## src/rtl/nmea_field_parser.sv

```systemverilog
// NMEA-0183 sentence parser: matches one sentence ID, captures selected comma fields
// into a double-banked character RAM and publishes a bank only after a good *hh checksum.
module nmea_field_parser #(
  parameter logic [39:0] SENT_ID   = 40'h474E524D43,
  parameter int          NUM_SLOTS = 4,
  parameter logic [19:0] FIELD_IDX = {5'd4, 5'd3, 5'd2, 5'd1},
  parameter int          LEN_W     = 4,
  parameter logic [7:0]  PAD_CHAR  = 8'h20,
  parameter logic [4:0]  VALID_FLD = 5'd2,
  parameter logic [7:0]  VALID_CHR = 8'h41
) (
  input  logic             clk,
  input  logic             rst,
  input  logic             rx_valid,
  input  logic [7:0]       rx_data,
  output logic [LEN_W+2:0] ram_addr,
  output logic [7:0]       ram_data,
  output logic             ram_we,
  output logic             rd_bank,
  output logic             frame_done,
  output logic             chk_ok,
  output logic             fix_valid,
  output logic             err
);

  typedef enum logic [2:0] {IDLE, ID, BODY, PAD, CK1, CK2} state_t;

  localparam logic [LEN_W:0] FULL = (LEN_W+1)'(2**LEN_W);

  state_t         state, resume;
  logic [2:0]     id_cnt;
  logic [4:0]     fld;
  logic [7:0]     chk;
  logic [LEN_W:0] char_cnt;
  logic [1:0]     pad_slot;
  logic [3:0]     ck_hi;
  logic           pending;
  logic           wr_bank;
  logic           skid_vld;
  logic [7:0]     skid_data;

  logic           bv;
  logic [7:0]     b;
  logic [7:0]     id_exp;
  logic           hit;
  logic [1:0]     hit_slot;
  logic           b_hex;
  logic [3:0]     b_nib;

  // Outside PAD the skid byte, if any, always goes first.
  always_comb begin
    bv = skid_vld | rx_valid;
    b  = skid_vld ? skid_data : rx_data;
  end

  always_comb begin
    case (id_cnt)
      3'd0:    id_exp = SENT_ID[39:32];
      3'd1:    id_exp = SENT_ID[31:24];
      3'd2:    id_exp = SENT_ID[23:16];
      3'd3:    id_exp = SENT_ID[15:8];
      default: id_exp = SENT_ID[7:0];
    endcase
  end

  always_comb begin
    hit      = 1'b0;
    hit_slot = 2'd0;
    for (int s = 0; s < NUM_SLOTS; s++) begin
      if (FIELD_IDX[5*s +: 5] == fld) begin
        hit      = 1'b1;
        hit_slot = 2'(s);
      end
    end
  end

  always_comb begin
    b_hex = ((b >= 8'h30) && (b <= 8'h39)) || ((b >= 8'h41) && (b <= 8'h46));
    b_nib = (b <= 8'h39) ? 4'(b - 8'h30) : 4'(b - 8'h37);
  end

  always_ff @(posedge clk) begin
    if (rst) begin
      state      <= IDLE;
      resume     <= BODY;
      id_cnt     <= '0;
      fld        <= '0;
      chk        <= '0;
      char_cnt   <= '0;
      pad_slot   <= '0;
      ck_hi      <= '0;
      pending    <= 1'b0;
      wr_bank    <= 1'b1;
      skid_vld   <= 1'b0;
      skid_data  <= '0;
      ram_addr   <= '0;
      ram_data   <= '0;
      ram_we     <= 1'b0;
      rd_bank    <= 1'b0;
      frame_done <= 1'b0;
      chk_ok     <= 1'b0;
      fix_valid  <= 1'b0;
      err        <= 1'b0;
    end else begin
      ram_we     <= 1'b0;
      frame_done <= 1'b0;
      err        <= 1'b0;
      if (state == PAD) begin
        ram_we   <= 1'b1;
        ram_addr <= {wr_bank, pad_slot, char_cnt[LEN_W-1:0]};
        ram_data <= PAD_CHAR;
        if (char_cnt == FULL - 1'b1) begin
          state    <= resume;
          char_cnt <= '0;
        end else begin
          char_cnt <= char_cnt + 1'b1;
        end
        if (rx_valid) begin
          if (skid_vld) begin
            err      <= 1'b1;
            state    <= IDLE;
            skid_vld <= 1'b0;
            char_cnt <= '0;
          end else begin
            skid_vld  <= 1'b1;
            skid_data <= rx_data;
          end
        end
      end else if (bv) begin
        // A fresh byte arriving while the skid drains takes the skid's place.
        if (skid_vld) begin
          skid_vld  <= rx_valid;
          skid_data <= rx_data;
        end
        if (b == 8'h24) begin
          state    <= ID;
          id_cnt   <= '0;
          chk      <= '0;
          pending  <= 1'b0;
          char_cnt <= '0;
        end else begin
          case (state)
            ID: begin
              chk <= chk ^ b;
              if (id_cnt == 3'd5) begin
                if (b == 8'h2C) begin
                  state    <= BODY;
                  fld      <= 5'd1;
                  char_cnt <= '0;
                end else begin
                  state <= IDLE;
                end
              end else if (b == id_exp) begin
                id_cnt <= id_cnt + 1'b1;
              end else begin
                state <= IDLE;
              end
            end
            BODY: begin
              if (b == 8'h2A || b == 8'h2C) begin
                if (b == 8'h2C) begin
                  chk <= chk ^ b;
                  if (fld != 5'd31) fld <= fld + 1'b1;
                end
                if (hit && char_cnt != FULL) begin
                  state    <= PAD;
                  resume   <= (b == 8'h2A) ? CK1 : BODY;
                  pad_slot <= hit_slot;
                end else begin
                  state    <= (b == 8'h2A) ? CK1 : BODY;
                  char_cnt <= '0;
                end
              end else if (b == 8'h0D || b == 8'h0A) begin
                err   <= 1'b1;
                state <= IDLE;
              end else begin
                chk <= chk ^ b;
                if (fld == VALID_FLD && char_cnt == '0) pending <= (b == VALID_CHR);
                if (char_cnt != FULL) begin
                  char_cnt <= char_cnt + 1'b1;
                  if (hit) begin
                    ram_we   <= 1'b1;
                    ram_addr <= {wr_bank, hit_slot, char_cnt[LEN_W-1:0]};
                    ram_data <= b;
                  end
                end
              end
            end
            CK1: begin
              if (b_hex) begin
                ck_hi <= b_nib;
                state <= CK2;
              end else begin
                err   <= 1'b1;
                state <= IDLE;
              end
            end
            CK2: begin
              state <= IDLE;
              if (b_hex) begin
                frame_done <= 1'b1;
                chk_ok     <= ({ck_hi, b_nib} == chk);
                if ({ck_hi, b_nib} == chk) begin
                  rd_bank   <= wr_bank;
                  wr_bank   <= ~wr_bank;
                  fix_valid <= pending;
                end
              end else begin
                err <= 1'b1;
              end
            end
            default: ;
          endcase
        end
      end
    end
  end

endmodule

```

## config.mk

```make
export PLATFORM = sky130hd
export DESIGN_NAME = nmea_field_parser
export DESIGN_NICKNAME = d
export VERILOG_FILES = /design/src/rtl/nmea_field_parser.sv
export SDC_FILE = /design/constraint.sdc
export NUM_CORES = 1
export LEC_CHECK = 0
export BUFFER_PORTS_ARGS = -buffer_cell sky130_fd_sc_hd__buf_2
export CAP_MARGIN = 30
export CORE_AREA = 4 4 113 115
export CTS_BUF_LIST = sky130_fd_sc_hd__clkbuf_8
export DETAILED_ROUTE_END_ITERATION = 8
export DIE_AREA = 0 0 117 119
export PLACE_DENSITY = 0.57
export RECOVER_POWER = 25
export SKIP_LAST_GASP = 1
export SLEW_MARGIN = 30
export SYNTH_ARGS = -nofsm -noshare
export SYNTH_HDL_FRONTEND = slang
export SYNTH_SLANG_ARGS = --single-unit
export TNS_END_PERCENT = 5
```

## constraint.sdc

```tcl
create_clock -name clk -period 5.1 [get_ports clk]
set_clock_uncertainty 0.2 [all_clocks]
set_input_delay 0.765 -clock clk [delete_from_list [all_inputs] [get_ports clk]]
set_output_delay 0.765 -clock clk [all_outputs]
set_load 0.1 [all_outputs]
```

==> results.yml, run 1 <==
routing:
  routedWlPerCell_microns: 16.8
  firstDrtPassIters: 5
  drt_iter0_markers: 213
  routed_via_density: 5.57
  num_vias: 3590
  ant_nets: 0
  routed_wl_microns: 10800
  drcViolationCount: 0
sta:
  finalCritPeriodShare: 0.781
  worst_slew_pin_slew_ns: 1.19
  min_period_ns: 3.98
  max_slew_margin: 0.213
  rsz0062_at_grt: "false"
  setup_viol: 0
  fin_setup_tns_ns: 0
  hold_viol_final: 0
  timing.fmax_mhz: 251
  maxSlewViolCount: 0
logic_synthesis:
  synth-main-ff-cell: "dfxtp_1"
  synth_top_area_share: 0.315
  yosysTopAreaCell: "dfxtp_1"
  yosysMostFrequentCell: "dfxtp_1"
  synth_edf_count: 0
  ys_ff_latch: 64
  yosys-top-cells-count: "dfxtp_1 (64), nor2_1 (60), mux2i_1 (32)"
  synth.area.top_cells: "dfxtp_1 (31%), mux2i_1 (7.9%), ha_1 (5.8%), nor2_1 (5.5%), a21oi_1 (3.4%)"
  syn-cell-area_sq_um: 4070
  syn-num-nets: 498
  synth-adder-area-share: 0.0584
  avgSynthCellArea_sq_um: 8.70
  synthMuxAreaShare: 0.0907
  netlist_instances: 468
  synth-xor-area-share: 0.0378
  synth-compound-area-share: 0.198
  yosys_warnings: 0
  ys_seq_area_frac: 0.315
  async_reset_ff_frac: 0
  synth_top_family_by_area: "simple AND/OR/NAND/NOR gates"
  synth_cell_types: 74
  synth-simple-area-share: 0.248
critical_path:
  start_kind: "flip-flop"
  cp-end-kind: "flip-flop"
  critPathMaxFanout: 17
  path_class: "flip-flop to flip-flop"
  arrival_ns: 4.02
  cp.required_ns: 5.14
global_route:
  grt_pass1_vias: 3476
  use_met3: 0.0305
  grt_max_degree: 41
  antenna_found_initial: 0
  grtUsageMet1: 0.218
  grt-ovfl-total: 0
  grt_pass1_wl_microns: 17800
  top_usage_layer: "met2"
  track_usage: 0.161
  use_met2: 0.257
flow_run:
  max-cap-violations: 0
die:
  start_util: 0.345
  die_x_microns: 117
  die_area_sq_um: 13900
  core_sq_um: 11800
  die_h_microns: 119
  rows: 40
  ios: 32
power:
  pwr-share-seq: 0.480
  power_density_nw_per_um2: 232
  irDropWorstVdd_v: 0.000214
  cell_internal_pwr_uw: 799
  leakage_nw: 1.64
  p_sw_frac: 0.233
  netSwitchingPower_uw: 242
  clkPwrFrac: 0.450
  power_mw: 1.04
  p_comb_frac: 0.070
final_layout:
  nFillCells: 1240
  area_growth_pct: 10.2
  antenna_cells: 0
  post-route-util: 0.380
  drive_gt1_frac: 0.119
  seq_area_sq_um: 1280
  layout.nets: 522
  multi_input_area_sq_um: 2580
  stdcell_area_sq_um: 4490
clock_network:
  hold_buffers: 0
  path_clk_slew_ns: 0.07
  cts_htree_levels: 3
  clockBufferDepth: 2
  post_cts_buffers: 0
  cts_buffers: 9
  clock_sinks: 64
  clk_latency_ns: 0.34
  post_cts_resize_count: 0
  tritoncts: "built"
  cts-root-buf: "clkbuf_8"
status:
  outcome: "completed"
placement:
  gp_congestion: 0.889
  port_buffers: 31
  hpwl_microns: 8090
  place_area_sq_um: 4290
hold_path:
  hold_class: "flip-flop to flip-flop"
## state kept, by name, summed over array words and instances (netlist names)
register	flops
ram_we	1
state	3
ram_data	8
pending	1
pad_slot	2
skid_vld	1
ck_hi	4
chk_ok	1
chk	8
frame_done	1
rd_bank	1
id_cnt	3
fix_valid	1
wr_bank	1
ram_addr	7
err	1
skid_data	8
fld	5
resume	2
char_cnt	5
## worst max-delay path, stage by stage, from the launching register on
cell and delay, ns:
dfxtp_1 0.65, nand2_1 0.14, o21a_1 0.31, inv_1 0.18
ha_1 0.22, nor2_1 0.11, o21a_1 0.19, o32ai_2 0.15
or4b_4 0.52, or3b_1 0.39, or4b_4 0.51, mux2_4 0.30
## layer usage
| layer | routed length [microns] | up-vias |
|---|---|---|
| li1 | - | 1777 |
| met1 | 5060 | 1723 |
| met2 | 5150 | 76 |
| met3 | 444 | 14 |
| met4 | 155 | 0 |
| met5 | 0 | - |
## layout make-up
| class | instances | share of cell area |
|---|---|---|
| multi-input cells | 365 | 0.576 |
| flip-flops and latches | 64 | 0.286 |
| well taps | 147 | 0.0410 |
| clock buffers | 13 | 0.0399 |
| repair buffers | 34 | 0.0340 |
| inverters | 18 | 0.0151 |
| clock inverters | 3 | 0.00864 |
## through the flow
stage | setup WS [ns] | hold WS (ns) | cells
after floorplan | 1.11 | 0.235 | 468
final | 1.12 | 0.278 | 644
after global placement | 1.03 | 0.256 | 628
after CTS | 1.15 | 0.279 | 644
after detailed placement | 0.954 | 0.262 | 628
after global routing | 0.791 | 0.295 | 644
## power by group through the flow
stage	Sequential, mW	Combinational [mW]	Clock [mW]
after floorplan	0.511	0.0484	0
after global placement	0.511	0.0710	0
after detailed placement	0.511	0.0717	0
after CTS	0.500	0.0722	0.485
after global routing	0.499	0.0801	0.508
final	0.500	0.0725	0.469
## placed cells by master, fill, tap and decap left out, types with 8 or more instances in the layout
cell / netlist / layout
a21oi_1: 28 / 26
nor2_1: 60 / 60
nand2_1: 24 / 24
mux2i_1: 32 / 32
or4_1: 8 / 8
o31ai_1: 9 / 9
clkbuf_8: 2 / 13
clkbuf_1: 11 / 20
o21ai_0: 14 / 14
nand4_1: 8 / 8
nand3_1: 9 / 9
a211oi_1: 15 / 15
xnor2_1: 9 / 9
inv_1: 18 / 19
dfxtp_1: 64 / 64
ha_1: 19 / 19
buf_2: 5 / 11
## path summary, 6_finish.rpt
path	startpoint	to	slack, ns	cells after the start
max	skid_vld$_SDFFE_PP0P_	wr_bank$_SDFFE_PP1P_	1.12	11
min	fix_valid$_SDFFE_PP0P_	fix_valid$_SDFFE_PP0P_	0.28	2
max reg2reg	skid_vld$_SDFFE_PP0P_	wr_bank$_SDFFE_PP1P_	1.12	11
min reg2reg	fix_valid$_SDFFE_PP0P_	fix_valid$_SDFFE_PP0P_	0.28	2
## cells by family after synthesis
kind of cell             after synthesis
AO/OA/AOI/OAI                        115
XOR/XNOR                              16
adder cells (fa/ha/maj)               19
buffers and inverters                 39
flip-flops                            64
multiplexers                          36
AND/OR/NAND/NOR                      179
(Power assumes the default switching activity.)
==> inputs of run 2 (changes only) <==
==> constraint.sdc (replaced) <==
create_clock -name clk -period 4.2 [get_ports clk]
set_clock_uncertainty 0.2 [all_clocks]
set_input_delay 0.63 -clock clk [delete_from_list [all_inputs] [get_ports clk]]
set_output_delay 0.63 -clock clk [all_outputs]
set_load 0.1 [all_outputs]
==> results.yml, run 2 (same netlist as run 1, synthesis figures left out) <==
die:
  die_area_sq_um: 13900
  start_util: 0.345
  core_sq_um: 11800
  ios: 32
  die_h_microns: 119
  die_x_microns: 117
  rows: 40
routing:
  routedWlPerCell_microns: 17.0
  num_vias: 3635
  firstDrtPassIters: 5
  drt_iter0_markers: 213
  drcViolationCount: 0
  ant_nets: 0
  routed_wl_microns: 11000
  routed_via_density: 5.58
final_layout:
  fin_cells: 651
  antenna_cells: 0
  drive_gt1_frac: 0.129
  area_growth_pct: 11.4
  reg.largest.list: "chk: 8 flops, ram_data: 8 flops, skid_data: 8 flops"
  layout.nets: 529
  post-route-util: 0.384
  mostFrequentLayoutCells: "dfxtp_1 (64), nor2_1 (60), mux2i_1 (32), a21oi_1 (27), nand2_1 (24)"
  final_common_cell: "dfxtp_1"
sta:
  min_period_ns: 3.84
  finalCritPeriodShare: 0.915
  setup_viol: 0
  hold_viol_final: 0
  fin_setup_tns_ns: 0
  rsz0062_at_grt: "false"
  timing.fmax_mhz: 260
  setup_ws_ns: 0.359
  worst_slew_pin_slew_ns: 1.18
  maxSlewViolCount: 0
  max_slew_margin: 0.214
placement:
  gp_congestion: 0.859
  dp_slack_ns: 0.320
  dp_cells: 635
  hpwl_microns: 8200
  port_buffers: 31
power:
  power_mw: 1.27
  irDropWorstVdd_v: 0.000143
  leakage_nw: 1.67
  power_density_nw_per_um2: 280
global_route:
  grt_pass1_vias: 3394
  grt_pass1_wl_microns: 17700
  track_usage: 0.160
  grt_max_degree: 41
  grt-ovfl-total: 0
  antenna_found_initial: 0
critical_path:
  cp-end-kind: "flip-flop"
  arrival_ns: 3.88
  cp_top_family: "simple AND/OR/NAND/NOR gates"
  start_kind: "flip-flop"
  cp_num_buf_inv: 0
  critPathMaxFanout: 12
  cpMostUsedCell: "or4b_4"
  path_class: "flip-flop to flip-flop"
  slowest_delay_ns: 0.59
  cp.required_ns: 4.24
  slowest_stage: "dfxtp_1"
  worstPathCellList: "mux2i_1, ha_1, nor2_1, o21a_1, o32ai_2, or4b_4, or3b_1, or4b_4, mux2_4"
flow_run:
  max-cap-violations: 0
clock_network:
  post_cts_buffers: 0
  post_cts_resize_count: 0
  clk_latency_ns: 0.35
  clockBufferDepth: 2
  hold_buffers: 0
  cts_buffers: 9
  cts-root-buf: "clkbuf_8"
  cts_htree_levels: 3
  tritoncts: "built"
  path_clk_slew_ns: 0.07
  clock_sinks: 64
hold_path:
  hold_class: "flip-flop to flip-flop"
status:
  outcome: "completed"
-- run 2: cell count changes in the layout (fill, tap and decap cells not counted), sizes merged --
cell	before	now
buf	14	20
clkbuf	33	34
-- run 2: final timing paths --
check	slack, ns	endpoint	from	depth (start not counted)
worst min register to register	0.26	fix_valid$_SDFFE_PP0P_	fix_valid$_SDFFE_PP0P_	2
worst max register to register	0.36	wr_bank$_SDFFE_PP1P_	skid_vld$_SDFFE_PP0P_	9
worst min-delay path	0.26	fix_valid$_SDFFE_PP0P_	fix_valid$_SDFFE_PP0P_	2
worst max-delay path	0.36	wr_bank$_SDFFE_PP1P_	skid_vld$_SDFFE_PP0P_	9
-- run 2: per-stage QoR --
step | area [sq um] | hold WS, ns
after floorplan | 4070 | 0.235
after global placement | 4340 | 0.247
after detailed placement | 4340 | 0.261
after CTS | 4560 | 0.271
after global routing | 4530 | 0.292
final | 4530 | 0.263
-- run 2: final cells by class --
type                    instances  area [sq um]
flip-flops and latches         64          1280
well taps                     147           184
inverters                      18          67.6
fillers                      1221          7280
repair buffers                 41           204
clock inverters                 3          38.8
clock buffers                  13           179
multi-input cells             365          2580
-- run 2: routing by layer --
metal | wire (microns) | GRT usage | vias up
li1 | - | - | 1799
met1 | 5040 | 0.212 | 1738
met2 | 5410 | 0.263 | 89
met3 | 497 | 0.0330 | 9
met4 | 93 | 0.0380 | 0
met5 | 0 | 0 | -
-- run 2: worst register-to-register path, cell delays in order, from the launching register on --
cell and delay (ns):
dfxtp_1 0.59, mux2i_1 0.47, ha_1 0.30, nor2_1 0.11
o21a_1 0.19, o32ai_2 0.16, or4b_4 0.52, or3b_1 0.39
or4b_4 0.51, mux2_4 0.31
-- run 2: power by group --
| group | internal, mW | total [mW] | switching (mW) |
|---|---|---|---|
| Combinational | 0.0286 | 0.0895 | 0.0609 |
| Sequential | 0.607 | 0.607 | 0.000180 |
| Clock | 0.336 | 0.573 | 0.237 |
